--- src/rtl/fft_ctrl_pkg.sv ---
// Shared types and sizing for the FFT frame sequencer.
// MAG_SQ_EN selects the squared magnitude width instead of the L1 width.
package fft_ctrl_pkg;

    typedef enum logic [2:0] {
        ST_IDLE     = 3'd0,
        ST_LOAD     = 3'd1,
        ST_WAIT_FFT = 3'd2,
        ST_UNLOAD   = 3'd3,
        ST_REPORT   = 3'd4
    } ctrl_state_e;

    localparam int unsigned DATA_WIDTH_DEF = 24;
    localparam int unsigned DROP_MAX       = 255;

    function automatic int unsigned mag_width(input int unsigned dw);
`ifdef MAG_SQ_EN
        return 2 * dw + 1;
`else
        return dw + 1;
`endif
    endfunction

    localparam int unsigned MAG_W = mag_width(DATA_WIDTH_DEF);

endpackage

--- src/rtl/fft_frame_ctrl_if.sv ---
// RAM-read and FFT-core handshake bundle seen by the frame sequencer.
// master = sequencer side, slave = RAM/FFT side.
interface fft_frame_ctrl_if #(
    parameter int unsigned DATA_WIDTH = 24
);
    logic                         ram_valid_i;
    logic                         ram_ready_o;
    logic                         fft_in_valid_o;
    logic                         fft_in_ready_i;
    logic                         fft_out_valid_i;
    logic                         fft_out_ready_o;
    logic signed [DATA_WIDTH-1:0] fft_real_i;
    logic signed [DATA_WIDTH-1:0] fft_imag_i;

    modport master (
        input  ram_valid_i, fft_in_ready_i, fft_out_valid_i, fft_real_i, fft_imag_i,
        output ram_ready_o, fft_in_valid_o, fft_out_ready_o
    );

    modport slave (
        output ram_valid_i, fft_in_ready_i, fft_out_valid_i, fft_real_i, fft_imag_i,
        input  ram_ready_o, fft_in_valid_o, fft_out_ready_o
    );
endinterface

--- src/rtl/fft_mag_calc.sv ---
// Per-bin magnitude: combinational |re|+|im|, or registered re^2+im^2 when MAG_SQ_EN is defined.
module fft_mag_calc
    import fft_ctrl_pkg::*;
#(
    parameter  int unsigned DATA_WIDTH = 24,
    localparam int unsigned MW         = mag_width(DATA_WIDTH)
) (
`ifdef MAG_SQ_EN
    input  logic                         clk,
    input  logic                         rst,
`endif
    input  logic signed [DATA_WIDTH-1:0] re,
    input  logic signed [DATA_WIDTH-1:0] im,
    output logic        [MW-1:0]         mag
);

`ifdef MAG_SQ_EN
    logic signed [2*DATA_WIDTH-1:0] re_sq;
    logic signed [2*DATA_WIDTH-1:0] im_sq;

    assign re_sq = re * re;
    assign im_sq = im * im;

    always_ff @(posedge clk or posedge rst) begin
        if (rst) begin
            mag <= '0;
        end else begin
            mag <= MW'($unsigned(re_sq)) + MW'($unsigned(im_sq));
        end
    end
`else
    logic [DATA_WIDTH-1:0] re_abs;
    logic [DATA_WIDTH-1:0] im_abs;

    // Negating the most negative value wraps to 2^(W-1), which is exact when read unsigned.
    assign re_abs = re[DATA_WIDTH-1] ? DATA_WIDTH'($unsigned(-re)) : DATA_WIDTH'($unsigned(re));
    assign im_abs = im[DATA_WIDTH-1] ? DATA_WIDTH'($unsigned(-im)) : DATA_WIDTH'($unsigned(im));
    assign mag    = MW'(re_abs) + MW'(im_abs);
`endif

endmodule

--- src/rtl/fft_frame_ctrl.sv ---
// Frame sequencer: RAM -> FFT load, bin drain with peak search, pending/drop and watchdog.
// Define MAG_SQ_EN for the squared magnitude (one extra compare stage and REPORT cycle).
module fft_frame_ctrl
    import fft_ctrl_pkg::*;
#(
    parameter  int unsigned DATA_WIDTH  = 24,
    parameter  int unsigned FFT_SIZE    = 256,
    parameter  int unsigned BIN_W       = 8,
    parameter  int unsigned SKIP_DC     = 1,
    parameter  int unsigned TIMEOUT_CYC = 65535,
    localparam int unsigned MW          = mag_width(DATA_WIDTH)
) (
    input  logic               clk_i,
    input  logic               rst_i,
    input  logic               enable_i,
    input  logic               buffer_ready_i,
    fft_frame_ctrl_if.master   bus,
    output logic [BIN_W-1:0]   peak_bin_o,
    output logic [MW-1:0]      peak_mag_o,
    output logic               frame_done_o,
    output logic [15:0]        frame_count_o,
    output logic [7:0]         drop_count_o,
    output logic               timeout_o,
    output logic [2:0]         state_o
);

    localparam int unsigned      WD_W     = $clog2(TIMEOUT_CYC + 1);
    localparam logic [BIN_W-1:0] LAST_IDX = BIN_W'(FFT_SIZE - 1);
    localparam logic [BIN_W-1:0] HALF     = BIN_W'(FFT_SIZE / 2);
    localparam logic [WD_W-1:0]  WD_LAST  = WD_W'(TIMEOUT_CYC - 1);

    ctrl_state_e      state;
    logic             pending;
    logic [BIN_W-1:0] cnt;
    logic [WD_W-1:0]  wdog;
    logic [BIN_W-1:0] run_bin;
    logic [MW-1:0]    run_mag;
    logic [MW-1:0]    mag;
    logic             ram_ready;
    logic             xfer;
    logic             bin_acc;
    logic             cand;
    logic             cmp_vld;
    logic [BIN_W-1:0] cmp_bin;
    logic             rpt_go;
    logic             start_direct;

    // Handshakes are pure functions of state so reset drops them immediately.
    assign ram_ready           = (state == ST_LOAD) && bus.fft_in_ready_i;
    assign bus.ram_ready_o     = ram_ready;
    assign bus.fft_in_valid_o  = (state == ST_LOAD) && bus.ram_valid_i;
    assign bus.fft_out_ready_o = (state == ST_UNLOAD);
    assign state_o             = state;

    assign xfer    = bus.ram_valid_i && ram_ready;
    assign bin_acc = (state == ST_UNLOAD) && bus.fft_out_valid_i;
    assign cand    = bin_acc && (cnt < HALF) && ((SKIP_DC == 0) || (cnt != '0));

    fft_mag_calc #(.DATA_WIDTH(DATA_WIDTH)) u_mag (
`ifdef MAG_SQ_EN
        .clk (clk_i),
        .rst (rst_i),
`endif
        .re  (bus.fft_real_i),
        .im  (bus.fft_imag_i),
        .mag (mag)
    );

`ifdef MAG_SQ_EN
    logic             cand_q;
    logic [BIN_W-1:0] cnt_q;
    logic             rpt_wait;

    // Align candidate flag and bin index with the registered magnitude.
    always_ff @(posedge clk_i or posedge rst_i) begin
        if (rst_i) begin
            cand_q   <= 1'b0;
            cnt_q    <= '0;
            rpt_wait <= 1'b0;
        end else begin
            cand_q   <= cand;
            cnt_q    <= cnt;
            rpt_wait <= (state == ST_REPORT) && !rpt_wait;
        end
    end

    assign cmp_vld = cand_q;
    assign cmp_bin = cnt_q;
    assign rpt_go  = rpt_wait;
`else
    assign cmp_vld = cand;
    assign cmp_bin = cnt;
    assign rpt_go  = 1'b1;
`endif

    // A buffer that launches the next frame straight out of REPORT is neither queued nor dropped.
    assign start_direct = (state == ST_REPORT) && rpt_go && enable_i && !pending;

    always_ff @(posedge clk_i or posedge rst_i) begin
        if (rst_i) begin
            state         <= ST_IDLE;
            pending       <= 1'b0;
            cnt           <= '0;
            wdog          <= '0;
            run_bin       <= '0;
            run_mag       <= '0;
            peak_bin_o    <= '0;
            peak_mag_o    <= '0;
            frame_done_o  <= 1'b0;
            frame_count_o <= '0;
            drop_count_o  <= '0;
            timeout_o     <= 1'b0;
        end else begin
            frame_done_o <= 1'b0;

            // Strictly-greater update keeps the lower bin on ties.
            if (cmp_vld && (mag > run_mag)) begin
                run_mag <= mag;
                run_bin <= cmp_bin;
            end

            if (buffer_ready_i && (state != ST_IDLE) && !start_direct) begin
                if (!pending) begin
                    pending <= 1'b1;
                end else if (drop_count_o != 8'(DROP_MAX)) begin
                    drop_count_o <= drop_count_o + 8'd1;
                end
            end

            unique case (state)
                ST_IDLE: begin
                    if (enable_i && (buffer_ready_i || pending)) begin
                        state   <= ST_LOAD;
                        pending <= 1'b0;
                        cnt     <= '0;
                        run_mag <= '0;
                        run_bin <= '0;
                    end
                end
                ST_LOAD: begin
                    if (xfer) begin
                        if (cnt == LAST_IDX) begin
                            cnt   <= '0;
                            wdog  <= '0;
                            state <= ST_WAIT_FFT;
                        end else begin
                            cnt <= cnt + BIN_W'(1);
                        end
                    end
                end
                ST_WAIT_FFT: begin
                    if (bus.fft_out_valid_i) begin
                        state <= ST_UNLOAD;
                    end else if (wdog == WD_LAST) begin
                        timeout_o <= 1'b1;
                        state     <= ST_IDLE;
                    end else begin
                        wdog <= wdog + WD_W'(1);
                    end
                end
                ST_UNLOAD: begin
                    if (bin_acc) begin
                        if (cnt == LAST_IDX) begin
                            cnt   <= '0;
                            state <= ST_REPORT;
                        end else begin
                            cnt <= cnt + BIN_W'(1);
                        end
                    end
                end
                ST_REPORT: begin
                    if (rpt_go) begin
                        peak_bin_o    <= run_bin;
                        peak_mag_o    <= run_mag;
                        frame_done_o  <= 1'b1;
                        frame_count_o <= frame_count_o + 16'd1;
                        if (enable_i && (pending || buffer_ready_i)) begin
                            state   <= ST_LOAD;
                            pending <= 1'b0;
                            cnt     <= '0;
                            run_mag <= '0;
                            run_bin <= '0;
                        end else begin
                            state <= ST_IDLE;
                        end
                    end
                end
                default: state <= ST_IDLE;
            endcase
        end
    end

endmodule

--- src/flat_wrapper.sv ---
// flat-port wrapper written by rule: the top's interface ports become plain ports
module fft_frame_ctrl_flat import fft_ctrl_pkg::*;
#(
    parameter  int unsigned DATA_WIDTH  = 24,
    parameter  int unsigned FFT_SIZE    = 256,
    parameter  int unsigned BIN_W       = 8,
    parameter  int unsigned SKIP_DC     = 1,
    parameter  int unsigned TIMEOUT_CYC = 65535,
    localparam int unsigned MW          = mag_width(DATA_WIDTH)
)
  (clk_i, rst_i, enable_i, buffer_ready_i, peak_bin_o, peak_mag_o, frame_done_o, frame_count_o, drop_count_o, timeout_o, state_o, bus_ram_valid_i, bus_fft_in_ready_i, bus_fft_out_valid_i, bus_fft_real_i, bus_fft_imag_i, bus_ram_ready_o, bus_fft_in_valid_o, bus_fft_out_ready_o);
  fft_frame_ctrl_if #(.DATA_WIDTH(DATA_WIDTH)) bus_i ();
  input  logic clk_i;
  input  logic rst_i;
  input  logic enable_i;
  input  logic buffer_ready_i;
  output logic [BIN_W-1:0] peak_bin_o;
  output logic [MW-1:0] peak_mag_o;
  output logic frame_done_o;
  output logic [15:0] frame_count_o;
  output logic [7:0] drop_count_o;
  output logic timeout_o;
  output logic [2:0] state_o;
  input wire logic [$bits(bus_i.ram_valid_i)-1:0] bus_ram_valid_i;
  input wire logic [$bits(bus_i.fft_in_ready_i)-1:0] bus_fft_in_ready_i;
  input wire logic [$bits(bus_i.fft_out_valid_i)-1:0] bus_fft_out_valid_i;
  input wire logic [$bits(bus_i.fft_real_i)-1:0] bus_fft_real_i;
  input wire logic [$bits(bus_i.fft_imag_i)-1:0] bus_fft_imag_i;
  output wire logic [$bits(bus_i.ram_ready_o)-1:0] bus_ram_ready_o;
  output wire logic [$bits(bus_i.fft_in_valid_o)-1:0] bus_fft_in_valid_o;
  output wire logic [$bits(bus_i.fft_out_ready_o)-1:0] bus_fft_out_ready_o;
  assign bus_i.ram_valid_i = bus_ram_valid_i;
  assign bus_i.fft_in_ready_i = bus_fft_in_ready_i;
  assign bus_i.fft_out_valid_i = bus_fft_out_valid_i;
  assign bus_i.fft_real_i = bus_fft_real_i;
  assign bus_i.fft_imag_i = bus_fft_imag_i;
  assign bus_ram_ready_o = bus_i.ram_ready_o;
  assign bus_fft_in_valid_o = bus_i.fft_in_valid_o;
  assign bus_fft_out_ready_o = bus_i.fft_out_ready_o;
  fft_frame_ctrl #(.DATA_WIDTH(DATA_WIDTH), .FFT_SIZE(FFT_SIZE), .BIN_W(BIN_W), .SKIP_DC(SKIP_DC), .TIMEOUT_CYC(TIMEOUT_CYC)) u_core (.clk_i(clk_i), .rst_i(rst_i), .enable_i(enable_i), .buffer_ready_i(buffer_ready_i), .bus(bus_i), .peak_bin_o(peak_bin_o), .peak_mag_o(peak_mag_o), .frame_done_o(frame_done_o), .frame_count_o(frame_count_o), .drop_count_o(drop_count_o), .timeout_o(timeout_o), .state_o(state_o));
endmodule
--- config.mk ---
export PLATFORM = sky130hd
export DESIGN_NAME = fft_frame_ctrl_flat
export DESIGN_NICKNAME = d
export VERILOG_FILES = /design/src/rtl/fft_ctrl_pkg.sv /design/src/rtl/fft_frame_ctrl_if.sv /design/src/rtl/fft_mag_calc.sv /design/src/rtl/fft_frame_ctrl.sv /design/src/flat_wrapper.sv
export SDC_FILE = /design/constraint.sdc
export NUM_CORES = 1
export LEC_CHECK = 0
export BUFFER_PORTS_ARGS = -buffer_cell sky130_fd_sc_hd__buf_2
export CELL_PAD_IN_SITES_DETAIL_PLACEMENT = 0
export CELL_PAD_IN_SITES_GLOBAL_PLACEMENT = 1
export CORE_AREA = 3 3 167 169
export DETAILED_ROUTE_END_ITERATION = 7
export DIE_AREA = 0 0 170 172
export PLACE_DENSITY = 0.65
export SLEW_MARGIN = 20
export SYNTH_ARGS = -nofsm -noshare
export SYNTH_HDL_FRONTEND = slang
export SYNTH_SLANG_ARGS = --single-unit
--- constraint.sdc ---
create_clock -name clk_i -period 7.65 [get_ports clk_i]
set_clock_uncertainty 0.2 [all_clocks]
set_input_delay 0.765 -clock clk_i [delete_from_list [all_inputs] [get_ports clk_i]]
set_output_delay 0.765 -clock clk_i [all_outputs]
set_load 0.02 [all_outputs]
==> results.md <==
- Outcome: complete, no violations
- Fillers: 2825
- Gr ovfl total: 0
- Clock buffer count from CTS: 17
- Final Cell Area: 9580 sq um
- Postcts setup bufs: 0
- Power Internal: 1.53 mW
- Final antenna-violating net count: 0
- Leakage: 4.53 nW
- Fin Hold WS: 0.259 ns
- # rows: 60
- Clk pin slew, worst setup/hold paths: 0.05 ns
- Initial antenna violation count: 0
- Critical path capture point type: register
- Final Util: 35.8%
- PwrDens: 231 nW/um^2
- Most used flip-flop cell after synthesis: dfrtp_1
- Worst slew pin tran: 0.875 ns
- Synth Register Bits: 120
- Die Area: 29200 sq um
- Gate power share: 27.6%
- P_sw: 0.683 mW
- Worst min-delay path class: primary input to async pin
- Skew-Pair Late Insertion Delay: 0.41 ns
- Req. time, crit path: 7.75 ns
- RSZ-0062 raised after global routing: no
- Number of buffers added on ports: 119
- Maximum fanout along the worst path: 18
- Post-synth top area share: 38.1%
- Layout overhead on the synthesized area: 21.5%
- DR vias/cell: 4.89
- Mapped cell area: 7890 sq um
- Sink Count: 120
- Number of DRC markers in iteration 0: 303
- # DRC: 0
- Slew margin rel.: 41.7%
- Chip width: 170 um
- CP cell instances: buf_2, or3_4, nor3_2, nand2_1, or4_1, or4_4, or4_4, o21ai_0, xnor2_1, ha_1, a21o_1, a21oi_1, nand3b_1, o221ai_1, xnor2_1, ha_1, nand4_1, nor4_1, o31a_1, a211oi_1, or2_2, buf_12, nand3_1, a21bo_2
- Pins Over Slew Limit: 0
- Vias in the first global route: 6331
- Post-Route WL: 19400 um
- # setup viols final: 0
- Critical path startpoint category: primary input
- Synth Instances: 839
- Worst Path Class, Setup: primary input to register
- Layout cells sized above 1: 22.4%
- Max Root-Sink Buffers: 2
- Hold-fix buffers at CTS: 0
- Clock network power share: 41.5%
- Post-route setup TNS: 0 ns
- NumNets Final: 1075
- Fmax: 151 MHz
- DRT Pass-1 Iters: 4
- CP peak stage delay: 0.52 ns
- Hold Vio Cnt, Final: 0
- Top Ports: 120
- H-tree depth: 4
- Number of synthesized flops with an enable pin: 0
- Top cells by count, synth: 120 x dfrtp_1, 85 x nand2_1, 77 x xnor2_1
- Synth top area cells: dfrtp_1 38%, ha_1 9.0%, xnor2_1 8.6%
- Placed instance area: 8900 sq um
- Ys async rst share: 100%
- Routability cong.: 0.792
- Minimum clock period: 6.61 ns
- Synth Warn #: 0
- Core Area: 26700 sq um
- N_diodes: 0
- Seq/Total Area, Yosys: 38.1%
- CP arrival: 6.72 ns
- Wire length per cell: 14.7 um
- Post-DP HPWL: 14800 um
- CTS tree: yes
- Via Count: 6429
- Max cap viols: 0
- First-pass GRT wire length: 32100 um
- Initial Util: 29.5%
- Syn avg cell area: 9.40 sq um
- Flop pwr share: 30.9%
- Slowest CP cell: or4_1
- Netlist cell types: 57
- Pwr Total: 2.22 mW
- Top-count cell post-synth: dfrtp_1
- Synth area leader: dfrtp_1
- Syn_nets: 952
- Peak supply drop: 0.109 mV
- Sw frac: 30.8%
- Total GRT Usage: 13.5%
- # resized after CTS: 0
- Post-route clock period utilization: 86.4%
- CTS Root Cell: clkbuf_16
- Die height: 172 um
- Largest net degree at the start of global routing: 68
## cell families after synthesis
| logic type | after synthesis | share of synthesized area [%] |
|---|---|---|
| buf+inv | 70 | 3.43 |
| compound gates | 186 | 15.0 |
| simple gates | 266 | 17.4 |
| mux | 46 | 6.47 |
| xor+xnor | 93 | 10.3 |
| flops | 120 | 38.1 |
| fa+ha+maj | 58 | 9.30 |
## worst max-delay path: cells and delay by family
| family | cells | cell delay [ns] |
|---|---|---|
| AOI/OAI and AO/OA | 7 | 1.36 |
| adders and majority gates | 2 | 0.66 |
| buffers and inverters | 2 | 0.34 |
| xor gates and xnor gates | 2 | 0.28 |
| and+or+nand+nor | 11 | 3.32 |
## registers in the layout, summed over array words and instances (netlist names)
name / count
u_core.cmp_bin: 8
u_core.run_bin: 8
u_core.drop_count_o: 8
u_core.state_o: 3
u_core.run_mag: 25
u_core.timeout_o: 1
u_core.frame_done_o: 1
u_core.wdog: 16
u_core.peak_bin_o: 8
u_core.pending: 1
u_core.frame_count_o: 16
u_core.peak_mag_o: 25
## power groups by stage
stage               registers (mW)  logic (mW)  clock network (mW)
global route                 0.691       0.699               0.976
detailed placement           0.697       0.615                   0
finish                       0.686       0.612               0.920
global placement             0.697       0.616                   0
CTS                          0.686       0.619               0.946
floorplan                    0.707       0.428                   0
## stage by stage
stage	instances	setup slack [ns]
after floorplan	839	1.10
after global placement	1284	0.763
after detailed placement	1284	0.596
after CTS	1316	1.02
after global routing	1316	0.681
final	1316	1.04
## final timing paths
path,start,endpoint,slack (ns),cells past startpoint
worst max-delay path,bus_fft_imag_i[3],u_core.run_mag[19],1.04,24
worst min-delay path,rst_i,u_core.frame_count_o[15],0.26,2
worst max register to register,u_core.state_o[1],u_core.frame_count_o[15],4.65,7
worst min register to register,u_core.timeout_o,u_core.timeout_o,0.26,2
max in group asynchronous,rst_i,u_core.peak_mag_o[12],5.65,3
min in group clk_i,u_core.timeout_o,u_core.timeout_o,0.26,2
## area by class of cell
type / instances / area (sq um) / area share, %
clock buffer: 20 / 457 / 4.77
clock inverter: 12 / 221 / 2.31
inverter: 45 / 171 / 1.79
multi-input combinational: 649 / 4620 / 48.2
sequential: 120 / 3000 / 31.3
tap: 341 / 427 / 4.45
timing repair buffer: 129 / 683 / 7.13
## layer usage
| layer | up-vias | global-route usage [%] | wire length (um) |
|---|---|---|---|
| li1 | 3257 | - | - |
| met1 | 3031 | 18.5 | 9490 |
| met2 | 127 | 21.5 | 8740 |
| met3 | 14 | 3.50 | 1000 |
| met4 | 0 | 3.39 | 175 |
| met5 | - | 0 | 0 |
## cells in the final DEF, fill, tap and decap left out, drive strengths merged, types with 2 or more instances in the layout
| master | netlist | routed |
|---|---|---|
| buf | 5 | 129 |
| bufinv | 0 | 6 |
| clkbuf | 20 | 20 |
| nor3b | 6 | 6 |
| clkinvlp | 0 | 3 |
| ha | 57 | 57 |
| a21boi | 2 | 2 |
| dfrtp | 120 | 120 |
| nand3 | 17 | 17 |
| xor2 | 16 | 16 |
| and2 | 8 | 8 |
| nor3 | 22 | 22 |
| xnor2 | 77 | 77 |
| nor2 | 44 | 44 |
| nand2b | 4 | 4 |
| o221ai | 2 | 2 |
| and4 | 5 | 5 |
| mux2i | 6 | 6 |
| a21o | 25 | 25 |
| o41ai | 4 | 4 |
| a31oi | 7 | 7 |
| clkinv | 0 | 3 |
| o21a | 6 | 6 |
| or3 | 13 | 13 |
| o31ai | 20 | 20 |
| o31a | 2 | 2 |
| or2 | 4 | 4 |
| a211oi | 7 | 7 |
| o211ai | 2 | 2 |
| inv | 45 | 45 |
| and3 | 15 | 15 |
| o21bai | 3 | 3 |
| or4 | 14 | 14 |
| nand4 | 17 | 17 |
| nor4 | 2 | 2 |
| mux2 | 40 | 40 |
| nand2 | 85 | 85 |
| o21ai | 48 | 48 |
| a21oi | 50 | 50 |
| nor2b | 6 | 6 |
(Power assumes the default switching activity.)
